--- src/rtl/muldiv_unit.sv ---
// Iterative multiply/divide unit with architectural HI/LO registers.
// Multiply: radix-2 shift-add. Divide: radix-2 restoring division.
// Both work on operand magnitudes; signs are applied when the result is written.
module muldiv_unit #(
    parameter int WIDTH = 32
) (
    input  logic             clk,
    input  logic             reset_n,
    input  logic             start,
    input  logic [2:0]       op,
    input  logic [WIDTH-1:0] a,
    input  logic [WIDTH-1:0] b,
    input  logic             flush,
    output logic             busy,
    output logic             done,
    output logic [WIDTH-1:0] hi,
    output logic [WIDTH-1:0] lo
);
    localparam int CW = $clog2(WIDTH);
    localparam logic [2:0] OP_MTHI = 3'b100;
    localparam logic [2:0] OP_MTLO = 3'b101;

    typedef enum logic [1:0] {IDLE, RUN, FIN} state_t;

    state_t               state, state_nxt;
    logic [CW-1:0]        cnt;
    // acc: multiply = {partial high, multiplier/low product};
    //      divide   = {remainder, dividend/quotient shift register}
    logic [2*WIDTH-1:0]   acc;
    logic [WIDTH-1:0]     opnd;      // multiplicand or divisor magnitude
    logic                 is_div;
    logic                 neg_q;     // product sign / quotient sign
    logic                 neg_r;     // remainder sign (dividend sign)
    logic                 bzero;

    // Request decode; a start under flush is dropped in IDLE.
    logic             req_md, req_mt, sgn_op, sa, sb;
    logic [WIDTH-1:0] mag_a, mag_b;
    assign req_md = start && !flush && !op[2];
    assign req_mt = start && !flush && (op == OP_MTHI || op == OP_MTLO);
    assign sgn_op = ~op[0];
    assign sa     = sgn_op & a[WIDTH-1];
    assign sb     = sgn_op & b[WIDTH-1];
    assign mag_a  = sa ? -a : a;
    assign mag_b  = sb ? -b : b;

    // One iteration of shift-add and restoring division.
    logic [WIDTH:0]       mul_sum, div_sh, div_rem;
    logic                 div_ge;
    logic [2*WIDTH-1:0]   mul_nxt, div_nxt;
    assign mul_sum = {1'b0, acc[2*WIDTH-1:WIDTH]} + (acc[0] ? {1'b0, opnd} : '0);
    assign mul_nxt = {mul_sum, acc[WIDTH-1:1]};
    assign div_sh  = acc[2*WIDTH-1:WIDTH-1];
    assign div_ge  = div_sh >= {1'b0, opnd};
    assign div_rem = div_ge ? div_sh - {1'b0, opnd} : div_sh;
    assign div_nxt = {div_rem[WIDTH-1:0], acc[WIDTH-2:0], div_ge};

    // Sign correction at writeback. Divide-by-zero forces the quotient to
    // all ones; the remainder already equals |a| and its sign restores a.
    logic [2*WIDTH-1:0] prod_s;
    logic [WIDTH-1:0]   quo, rem, res_hi, res_lo;
    assign prod_s = neg_q ? -acc : acc;
    assign quo    = acc[WIDTH-1:0];
    assign rem    = acc[2*WIDTH-1:WIDTH];
    assign res_lo = is_div ? (bzero ? '1 : (neg_q ? -quo : quo)) : prod_s[WIDTH-1:0];
    assign res_hi = is_div ? (neg_r ? -rem : rem) : prod_s[2*WIDTH-1:WIDTH];

    assign busy = (state != IDLE);

    // State register.
    always_ff @(posedge clk or negedge reset_n) begin
        if (!reset_n) state <= IDLE;
        else          state <= state_nxt;
    end

    // Next state: WIDTH iterations in RUN, one writeback cycle in FIN.
    always_comb begin
        state_nxt = state;
        case (state)
            IDLE:    if (req_md) state_nxt = RUN;
            RUN:     if (flush) state_nxt = IDLE;
                     else if (cnt == CW'(WIDTH-1)) state_nxt = FIN;
            FIN:     state_nxt = IDLE;
            default: state_nxt = IDLE;
        endcase
    end

    // Datapath, HI/LO and the registered done pulse.
    always_ff @(posedge clk or negedge reset_n) begin
        if (!reset_n) begin
            cnt    <= '0;
            acc    <= '0;
            opnd   <= '0;
            is_div <= 1'b0;
            neg_q  <= 1'b0;
            neg_r  <= 1'b0;
            bzero  <= 1'b0;
            hi     <= '0;
            lo     <= '0;
            done   <= 1'b0;
        end else begin
            done <= 1'b0;
            case (state)
                IDLE: begin
                    if (req_md) begin
                        acc    <= {{WIDTH{1'b0}}, op[1] ? mag_a : mag_b};
                        opnd   <= op[1] ? mag_b : mag_a;
                        cnt    <= '0;
                        is_div <= op[1];
                        neg_q  <= sa ^ sb;
                        neg_r  <= sa;
                        bzero  <= (b == '0);
                    end else if (req_mt) begin
                        if (op[0]) lo <= a;
                        else       hi <= a;
                        done <= 1'b1;
                    end
                end
                RUN: begin
                    if (!flush) begin
                        acc <= is_div ? div_nxt : mul_nxt;
                        cnt <= cnt + 1'b1;
                    end
                end
                FIN: begin
                    if (!flush) begin
                        hi   <= res_hi;
                        lo   <= res_lo;
                        done <= 1'b1;
                    end
                end
                default: ;
            endcase
        end
    end
endmodule

--- config.mk ---
export PLATFORM = sky130hd
export DESIGN_NAME = muldiv_unit
export DESIGN_NICKNAME = d
export VERILOG_FILES = /design/src/rtl/muldiv_unit.sv
export SDC_FILE = /design/constraint.sdc
export NUM_CORES = 1
export LEC_CHECK = 0
export BUFFER_PORTS_ARGS = -buffer_cell sky130_fd_sc_hd__buf_4
export CELL_PAD_IN_SITES_DETAIL_PLACEMENT = 1
export CELL_PAD_IN_SITES_GLOBAL_PLACEMENT = 2
export CORE_MARGIN = 2
export CORE_UTILIZATION = 37
export CTS_BUF_LIST = sky130_fd_sc_hd__clkbuf_2 sky130_fd_sc_hd__clkbuf_4 sky130_fd_sc_hd__clkbuf_8
export DETAILED_ROUTE_END_ITERATION = 10
export PLACE_DENSITY = 0.87
export REMOVE_ABC_BUFFERS = 1
export SYNTH_ARGS = -nofsm -noshare
export SYNTH_HDL_FRONTEND = slang
export SYNTH_SLANG_ARGS = --single-unit
--- constraint.sdc ---
create_clock -name clk -period 4.2 [get_ports clk]
set_input_delay 0.42 -clock clk [delete_from_list [all_inputs] [get_ports clk]]
set_output_delay 0.42 -clock clk [all_outputs]
set_load 0.05 [all_outputs]
After elaboration in Yosys (flattened, before gate mapping)
Index checks and enable logic that the tools add are counted.

cells by class
  reductions and logical operators = 16
  add/sub/neg operators = 8
  bitwise gates (word level) = 4
  magnitude comparators = 1
  eq/ne operators = 13
  muxes and demuxes = 37

operators by type and width
  kind                                                           count
  32-bit two-way mux                                             19
  64-bit two-way mux                                             4
  32-bit negator                                                 4
  32-bit case mux with 2 select lines                            2
  64-bit case mux with 2 select lines                            1
  64-bit negator                                                 1
  32-bit by 32-bit adder with 33-bit output                      1
  33-bit by 32-bit >= comparator with 1-bit output               1
  32-bit zero test                                               1
  32-bit subtractor                                              1
  2-bit != test, second input constant                           7
  5-bit two-way mux                                              2
  5-bit case mux with 2 select lines                             1
  5-bit AND reduction                                            2
  3-bit == test, second input constant                           2
  2-bit two-way mux                                              3
  2-bit nonzero test                                             3
  5-bit by 1-bit adder with 5-bit output, second input constant  1
  5-bit == test, second input constant                           1
  2-bit case mux with 2 select lines                             1
  2-bit AND reduction                                            2
  1-bit logical AND                                              3
  1-bit two-way mux                                              3
  3-bit != test, second input constant                           1
  10 further kinds                                               12

word-level totals
  output and inout bits = 66
  bits of input ports = 71
  word-level logic and storage cells = 90
  flip-flop bits (word level) = 172

Longest topological paths before layout
Gate-level depths: netlist (run 1).

  depth in word-level cells = 6
  mapped depth = 14
  gate-level depth less buffers = 13

Least setup slack after synthesis (run 1)
Ideal clock, no wire load.

  path type = reg2reg
  from = register acc[43]
  to = register acc[41]
  arrival = 3.189 ns
  cell stages (with the launch flop) = 14
  data required time = 4.079 ns
  library setup time = 0.121 ns
  slack = 0.890 ns
  clock period less this slack = 3.310 ns
  path buffers = 3
  cells stage by stage = dfrtp_1 -> ha_1 -> clkbuf_1 -> a21oi_1 -> o21ai_0 -> a41o_1 -> a311o_1 -> a21oi_1 -> o21ba_2 -> clkbuf_1 -> buf_2 -> mux2i_1 -> o22ai_1 -> a22o_1

between the ends
  cells in the longest elaborated chain, start to end = 5

ends and longest elaborated chain
  element                                           line  RTL
  from (decl)                                       29    logic [2*WIDTH-1:0] acc;
  from (signal assigned)                            106   acc <= {{WIDTH{1'b0}}, op[1] ? mag_a : mag_b};
  from (signal assigned)                            121   acc <= is_div ? div_nxt : mul_nxt;
  33-bit by 32-bit >= comparator with 1-bit output  54    assign div_ge = div_sh >= {1'b0, opnd};
  32-bit two-way mux                                55    assign div_rem = div_ge ? div_sh - {1'b0, opnd} : div_sh;
  64-bit two-way mux                                121
  64-bit two-way mux                                120   if (!flush) begin
  64-bit case mux with 2 select lines               103   case (state)

Every way passes these cells. The select of a mux whose other input is x is not followed.
A chain may end at the register's enable or synchronous reset.

Worst setup path after layout (run 1)
  from = register opnd[12]
  to = register acc[57]

between the ends
  cells in the longest elaborated chain, start to end = 5
  elaborated cells between the ends (all ways) = 8
  classes of those cells = add/sub: 2; order compare: 1; mux: 5

ends and longest elaborated chain
  element                                                                                 line    RTL
  from (decl)                                                                             30      logic [WIDTH-1:0] opnd;
  from (signal assigned)                                                                  107     opnd <= op[1] ? mag_b : mag_a;
  32-bit two-way mux, or another cell as far along                                        51      assign mul_sum = {1'b0, acc[2*WIDTH-1:WIDTH]} + (acc[0] ? {1'b0, opnd} : '0);
  32-bit by 32-bit adder with 33-bit output / 32-bit two-way mux (equally long branches)  51, 55
  64-bit two-way mux (*)                                                                  121
  64-bit two-way mux (*)                                                                  120
  64-bit case mux with 2 select lines (*)                                                 103

Mark *: on every way between the ends. The rest lies on a longest branch, timed or not. The select of a mux whose other input is x is not followed.

==> run metrics, run 1 <==
status complete, no violations; DR WL/cell 23.3 um; Tcrit/Tclk final 91.9%; Core Util, Final between 40% and 50%; critical path arrival roughly 4300 ps; setup slack, reg-to-reg around 340 ps; GRT overflow 0; CP max-delay cell o21ba_2; Starting DRT DRC Count 942; CP Capture Type flip-flop; xor/xnor share of the synthesized area 10.1%; total setup buffers inserted after CTS 0; # rows 73; Hold-fix buffers, CTS 0; largest family of logic cells by synthesized area compound AO/OA/AOI/OAI gates; Seq/Total Area, Yosys between 20% and 30%; simple-gate portion of the synthesized area about a fifth; Yosys warning count 0; RSZ-0062 raised after global routing no; compound-gate portion of the synthesized area 26.0%; clock-pin slew on the worst setup and hold paths 100 ps; most used standard cell by instance count after synthesis nand2_1; Critical Path Max Stage Delay 770 ps; worst vdd ir 0.274 mV; Async SR Flop Fraction 100%; final hold viol count 0; Power Dens Cells 644 nW/um^2; DR vias/cell 5.93; Remaining DRCs 0; dpl ws 179 ps; First-pass DRT Iterations 7; Startpoint Class flip-flop; clk buf depth 2; Clock Sinks 172; Final Critical Period 3860 ps; largest net degree at the start of global routing 104; Max-Cap Viols 0; worst setup slack after layout roughly 340 ps; CTS tree yes; post-synthesis cell count 1924; top cells by count, synth 224 x nand2_1, 202 x o21ai_0, 190 x nor2_1, 175 x a21oi_1, 172 x dfrtp_1; CTS root buf clkbuf_8; number of synthesized flops with an enable pin 0; GP Congestion 0.946; Fillers 4927; hold crit path type input port to async pin; Post-Syn Area 14900 sq um; Leak 7.62 nW; synth unique cells 76; post_cts resized 0; fin. max-slew vios 0; initial antenna violation count 0; first-pass GRT wire length 92100 um; HPWL Detailed 45200 um; predominant post-synthesis flop cell dfrtp_1; via count about 15000; measured slew at the worst slew-check pin 1040 ps; antenna-violating nets left 0; Clock Latency Late Sink 530 ps; CP max FO 27; Boundary Pins between 100 and 150; critical-path cell list inv_1 > ha_1 > a21oi_1 > o21ai_0 > a41o_1 > a311o_1 > a21oi_1 > o21ba_2 > buf_4 > mux2i_1 > a2bb2oi_1 > o21ai_0; Die Ht 204 um; Initial Utilization 37.5%; Layout Area Growth over Synthesis 13.9%; die span in x 204 um; Buffers on Ports 136; Slew HR between 20% and 30%; adder-cell area share of the yosys netlist 6.16%; final setup violation count 0; skew final 23.2 ps; layout cells sized above 1 about 13%; Critical Path RT ~4600 ps; core area ~40000 sq um; mux cell area share after synthesis 4.70%; die area between 40000 and 50000 sq um; vias in the first global route between 15000 and 20000; post-synthesis average cell area 7.72 sq um; CTS Buf Count 17; top post-synthesis cells by area dfrtp_1 29%, o21ai_0 6.8%, a21oi_1 5.9%; Synth area leader dfrtp_1; FMAX ~260 MHz; drt total wl about 60000 um; nets 2155; Yosys reg bits 172; post-synth top area share 29.0%; CP Class flip-flop to flip-flop; GR Util All Layers 28.6%; H-Tree Level Count 4
## where the power goes
group | switching [W] | internal, W
sequential | 0.000556 | 0.00208
clock | 0.000762 | 0.000504
combinational | 0.00433 | 0.00267
## cell families after synthesis
| family | after synthesis |
|---|---|
| and+or+nand+nor | 622 |
| DFF | 172 |
| adders and majority gates | 72 |
| xor gates and xnor gates | 172 |
| muxes | 69 |
| buffers and inverters | 189 |
| AOI/OAI and AO/OA | 628 |
## sequential cells by signal, indices dropped and copies added, names as in the netlist
name and count:
acc 64, is_div 1, state 2, bzero 1, done 1, lo 32, cnt 5, neg_q 1
opnd 32, hi 32, neg_r 1
## cell usage in the layout, fill, tap and decap left out, drive strengths merged, types with 70 or more instances in the layout
cell type	netlist	final
o21ai	205	205
inv	67	71
nor2	190	190
nand2	224	224
a21oi	176	176
buf	16	189
xnor2	97	97
xor2	75	75
dfrtp	172	172
ha	70	70
## layout make-up
type	count	area, sq um	share of cell area [%]
clock inverters	13	131	0.776
multi-input cells	1563	9880	58.4
inverters	68	259	1.53
flip-flops and latches	172	4310	25.4
diodes	1	2.50	0.0148
repair buffers	190	1430	8.47
well taps	525	657	3.88
clock buffers	19	255	1.51
## worst paths after layout
| path | to | startpoint | cells past startpoint |
|---|---|---|---|
| setup / recovery | acc[57] | opnd[12] | 12 |
| hold / removal | hi[25] | reset_n | 1 |
| setup reg to reg | acc[57] | opnd[12] | 12 |
| hold reg to reg | opnd[5] | opnd[5] | 2 |
| max in group asynchronous | opnd[6] | reset_n | 2 |
| min in group clk | bzero | b[31] | 2 |
## per-layer routing
metal / track usage, % / wire [um] / up-vias
li1: - / - / 7038
met1: 39.0 / 27200 / 7534
met2: 46.5 / 27600 / 460
met3: 4.08 / 2880 / 101
met4: 9.73 / 1890 / 0
met5: 0 / 0 / -
## through the flow
step	instance area (sq um)	cells	hold WS, ps	power [W]	TNS (ps)
after floorplan	14400	1803	124	0.00730	-6670
after global placement	16500	2518	455	0.00937	0
after detailed placement	16500	2518	470	0.00955	0
after CTS	16900	2550	56.6	0.0108	0
after global routing	16900	2550	60.5	0.0117	0
final	16900	2551	13.3	0.0109	0
## worst max-delay path: cells and delay by family (launching register included)
family          cells  cell delay [ps]
mux                 1              220
flops               1              350
fa+ha+maj           1              430
buf+inv             2              360
compound gates      8             2380
No activity file was read; power rests on OpenSTA's default activity.
==> run 2, diff against run 1 <==
--- a/config.mk
+++ b/config.mk
@@ -5,11 +5,12 @@
 export SDC_FILE = /design/constraint.sdc
 export NUM_CORES = 1
 export LEC_CHECK = 0
+export ABC_AREA = 1
 export BUFFER_PORTS_ARGS = -buffer_cell sky130_fd_sc_hd__buf_4
 export CELL_PAD_IN_SITES_DETAIL_PLACEMENT = 1
 export CELL_PAD_IN_SITES_GLOBAL_PLACEMENT = 2
 export CORE_MARGIN = 2
-export CORE_UTILIZATION = 37
+export CORE_UTILIZATION = 33
 export CTS_BUF_LIST = sky130_fd_sc_hd__clkbuf_2 sky130_fd_sc_hd__clkbuf_4 sky130_fd_sc_hd__clkbuf_8
 export DETAILED_ROUTE_END_ITERATION = 10
 export PLACE_DENSITY = 0.87
==> run 2 against run 1 <==
  * Synthesized area is 22% higher
  * Global-route usage is 7.4 points higher
  * Highest routed layer unchanged
  * Register-to-register slack better by 500 ps
  * Combinational power is 33% higher
  * Synthesized cell count is 65% higher
  * Largest power group unchanged
  * Non-clock buffer count is 11 lower
  * Clock power is 9% higher
  * Final cell count is 56% higher
==> run metrics, run 2 <==
Boundary Pins 137; Clock Sinks roughly 170; GR Util All Layers 36.1%; clock-pin slew on the worst setup and hold paths 120 ps; Initial Utilization 33.2%; max reg flops 64; Clock Latency Late Sink 580 ps; DR WL/cell 26.0 um; Tcrit/Tclk final 79.9%; hold crit path type input port to flip-flop; Seq/Total Area, Yosys 23.7%; Synth area leader dfrtp_1; Yosys warning count 0; antenna-violating nets left 0; most used standard cell by instance count after synthesis nand2_1; Cells after DPL 3947; # rows 86; die area approximately 57000 sq um; Startpoint Class flip-flop; Power Dens Cells 670 nW/um^2; Leak 10.4 nW; clk buf depth 2; CP Class flip-flop to flip-flop; measured slew at the worst slew-check pin just under 1000 ps; final setup violation count 0; CTS Buf Count 17; Slew HR 35.6%; first-pass GRT wire length 150000 um; synth unique cells 49; CP max FO 28; post_cts resized 0; top post-synthesis cells by area dfrtp_1 24%, nand2_1 19%, nor2_1 10%; vias in the first global route 22900; Final Critical Period 3360 ps; fin cells roughly 4000; initial antenna violation count 2; total setup buffers inserted after CTS 0; status complete, no violations; Fin Hold WS 154 ps; HPWL Detailed 85300 um; Layout Area Growth over Synthesis 12.5%; skew final 18.6 ps; worst vdd ir ~0.31 mV; GP Congestion 1.05; largest net degree at the start of global routing 61; Buffers on Ports 136; most common cell after layout, fill and taps aside nand2_1; fin. max-slew vios 0; CP Capture Type flip-flop; post-synthesis cell count 3168; Fillers 7439; FMAX 298 MHz; Die Ht between 200 and 250 um; worst setup slack after layout between 800 and 900 ps; nets approximately 3400; critical path arrival 3800 ps; drt total wl 104000 um; top cells by count, synth 906 x nand2_1, 497 x nor2_1, 398 x inv_1, 291 x nand3_1, 222 x a21oi_1; final hold viol count 0; die span in x ~240 um; Critical Path RT 4640 ps; predominant post-synthesis flop cell dfrtp_1; post-synthesis average cell area 5.74 sq um; via count 22600; Yosys reg bits roughly 170; dpl ws 895 ps; number of synthesized flops with an enable pin 0; Remaining DRCs 0; DR vias/cell 5.69; layout cells sized above 1 between 8 and 9%; Hold-fix buffers, CTS 1; GRT overflow 0; H-Tree Level Count 4; Async SR Flop Fraction 100%; core area 54800 sq um; RSZ-0062 raised after global routing no; First-pass DRT Iterations 7; Max-Cap Viols 0; CTS tree yes; CTS root buf clkbuf_8; post-synth top area share 23.7%; Starting DRT DRC Count slightly above 2000; Post-Syn Area 18200 sq um; most frequent cells in the layout 906 x nand2_1, 495 x nor2_1, 398 x inv_1; Largest Register acc
[run 2: cell count changes in the layout (fill, tap and decap cells not counted), moves of 27 or more]
cell | previous run | this run
a21o_1 | 35 | 4
a21oi_1 | 175 | 222
inv_1 | 66 | 398
mux2i_1 | 63 | 0
nand2_1 | 224 | 906
nand2b_1 | 27 | 0
nand3_1 | 22 | 291
nand4_1 | 10 | 54
nor2_1 | 189 | 495
o22ai_1 | 30 | 0
xnor2_1 | 97 | 8
xor2_1 | 75 | 43
[run 2: worst paths after layout]
path                            startpoint      end  slack, ps  depth (start not counted)
worst max-delay path               acc[38]  acc[32]        840                         15
worst min-delay path                 b[31]    neg_q        150                          2
worst max register to register     acc[38]  acc[32]        840                         15
worst min register to register      lo[17]   lo[17]        510                          2
max in group asynchronous          reset_n  acc[39]       2680                          3
min in group asynchronous          reset_n   hi[30]        380                          2
[run 2: final cells by class]
class / count / area [sq um] / area share, %
Antenna cell: 1 / 2.50 / 0.0122
Clock buffer: 17 / 234 / 1.14
Clock inverter: 15 / 193 / 0.942
Inverter: 410 / 1540 / 7.52
Multi-Input combinational cell: 2483 / 11900 / 58.3
Sequential cell: 172 / 4310 / 21.0
Tap cell: 704 / 881 / 4.30
Timing Repair Buffer: 179 / 1380 / 6.73
[run 2: layer usage]
layer | part of all wire [%] | vias up | GRT usage, %
met3 | 7.3 | 205 | 7.22
li1 | - | 10500 | -
met5 | 0 | - | 0
met1 | 42 | 11100 | 46.0
met2 | 45 | 901 | 58.2
met4 | 5.1 | 0 | 17.7
[run 2: cell families after synthesis]
kind of cell               share of synthesized area, %
DFF                                                23.7
and+or+nand+nor                                    42.0
adders and majority gates                          5.03
AOI/OAI and AO/OA                                  16.0
xor gates and xnor gates                           2.45
buffers and inverters                              10.8
[run 2: per-stage QoR]
step / utilization (%) / power (W) / setup TNS [ps] / cell area, sq um
floorplan: - / 0.00833 / -34500 / 17800
global placement: 36.6 / 0.0120 / 0 / 20000
detailed placement: 36.6 / 0.0121 / 0 / 20000
CTS: 37.4 / 0.0136 / 0 / 20500
global route: 37.4 / 0.0146 / 0 / 20500
finish: 37.4 / 0.0137 / 0 / 20500
[run 2: worst max-delay path, cell delays in order, from the launching register on]
cell     delay (ps)
dfrtp_1         620
ha_1            480
nand2_1         150
nor2_1          190
nand3_1         120
nand3_2         160
nand2_1         110
nand2_2         120
nand2_2         130
nand2_4         390
buf_4           310
nand2_1         120
o21ai_0          90
nand2_1          70
nand2_1          70
o21ai_1          60
[run 2: power by group]
group          internal [W]  switching (W)  leakage (nW)
Combinational       0.00260        0.00673          8.13
Clock              0.000515       0.000868         0.214
Sequential          0.00210       0.000886          2.03
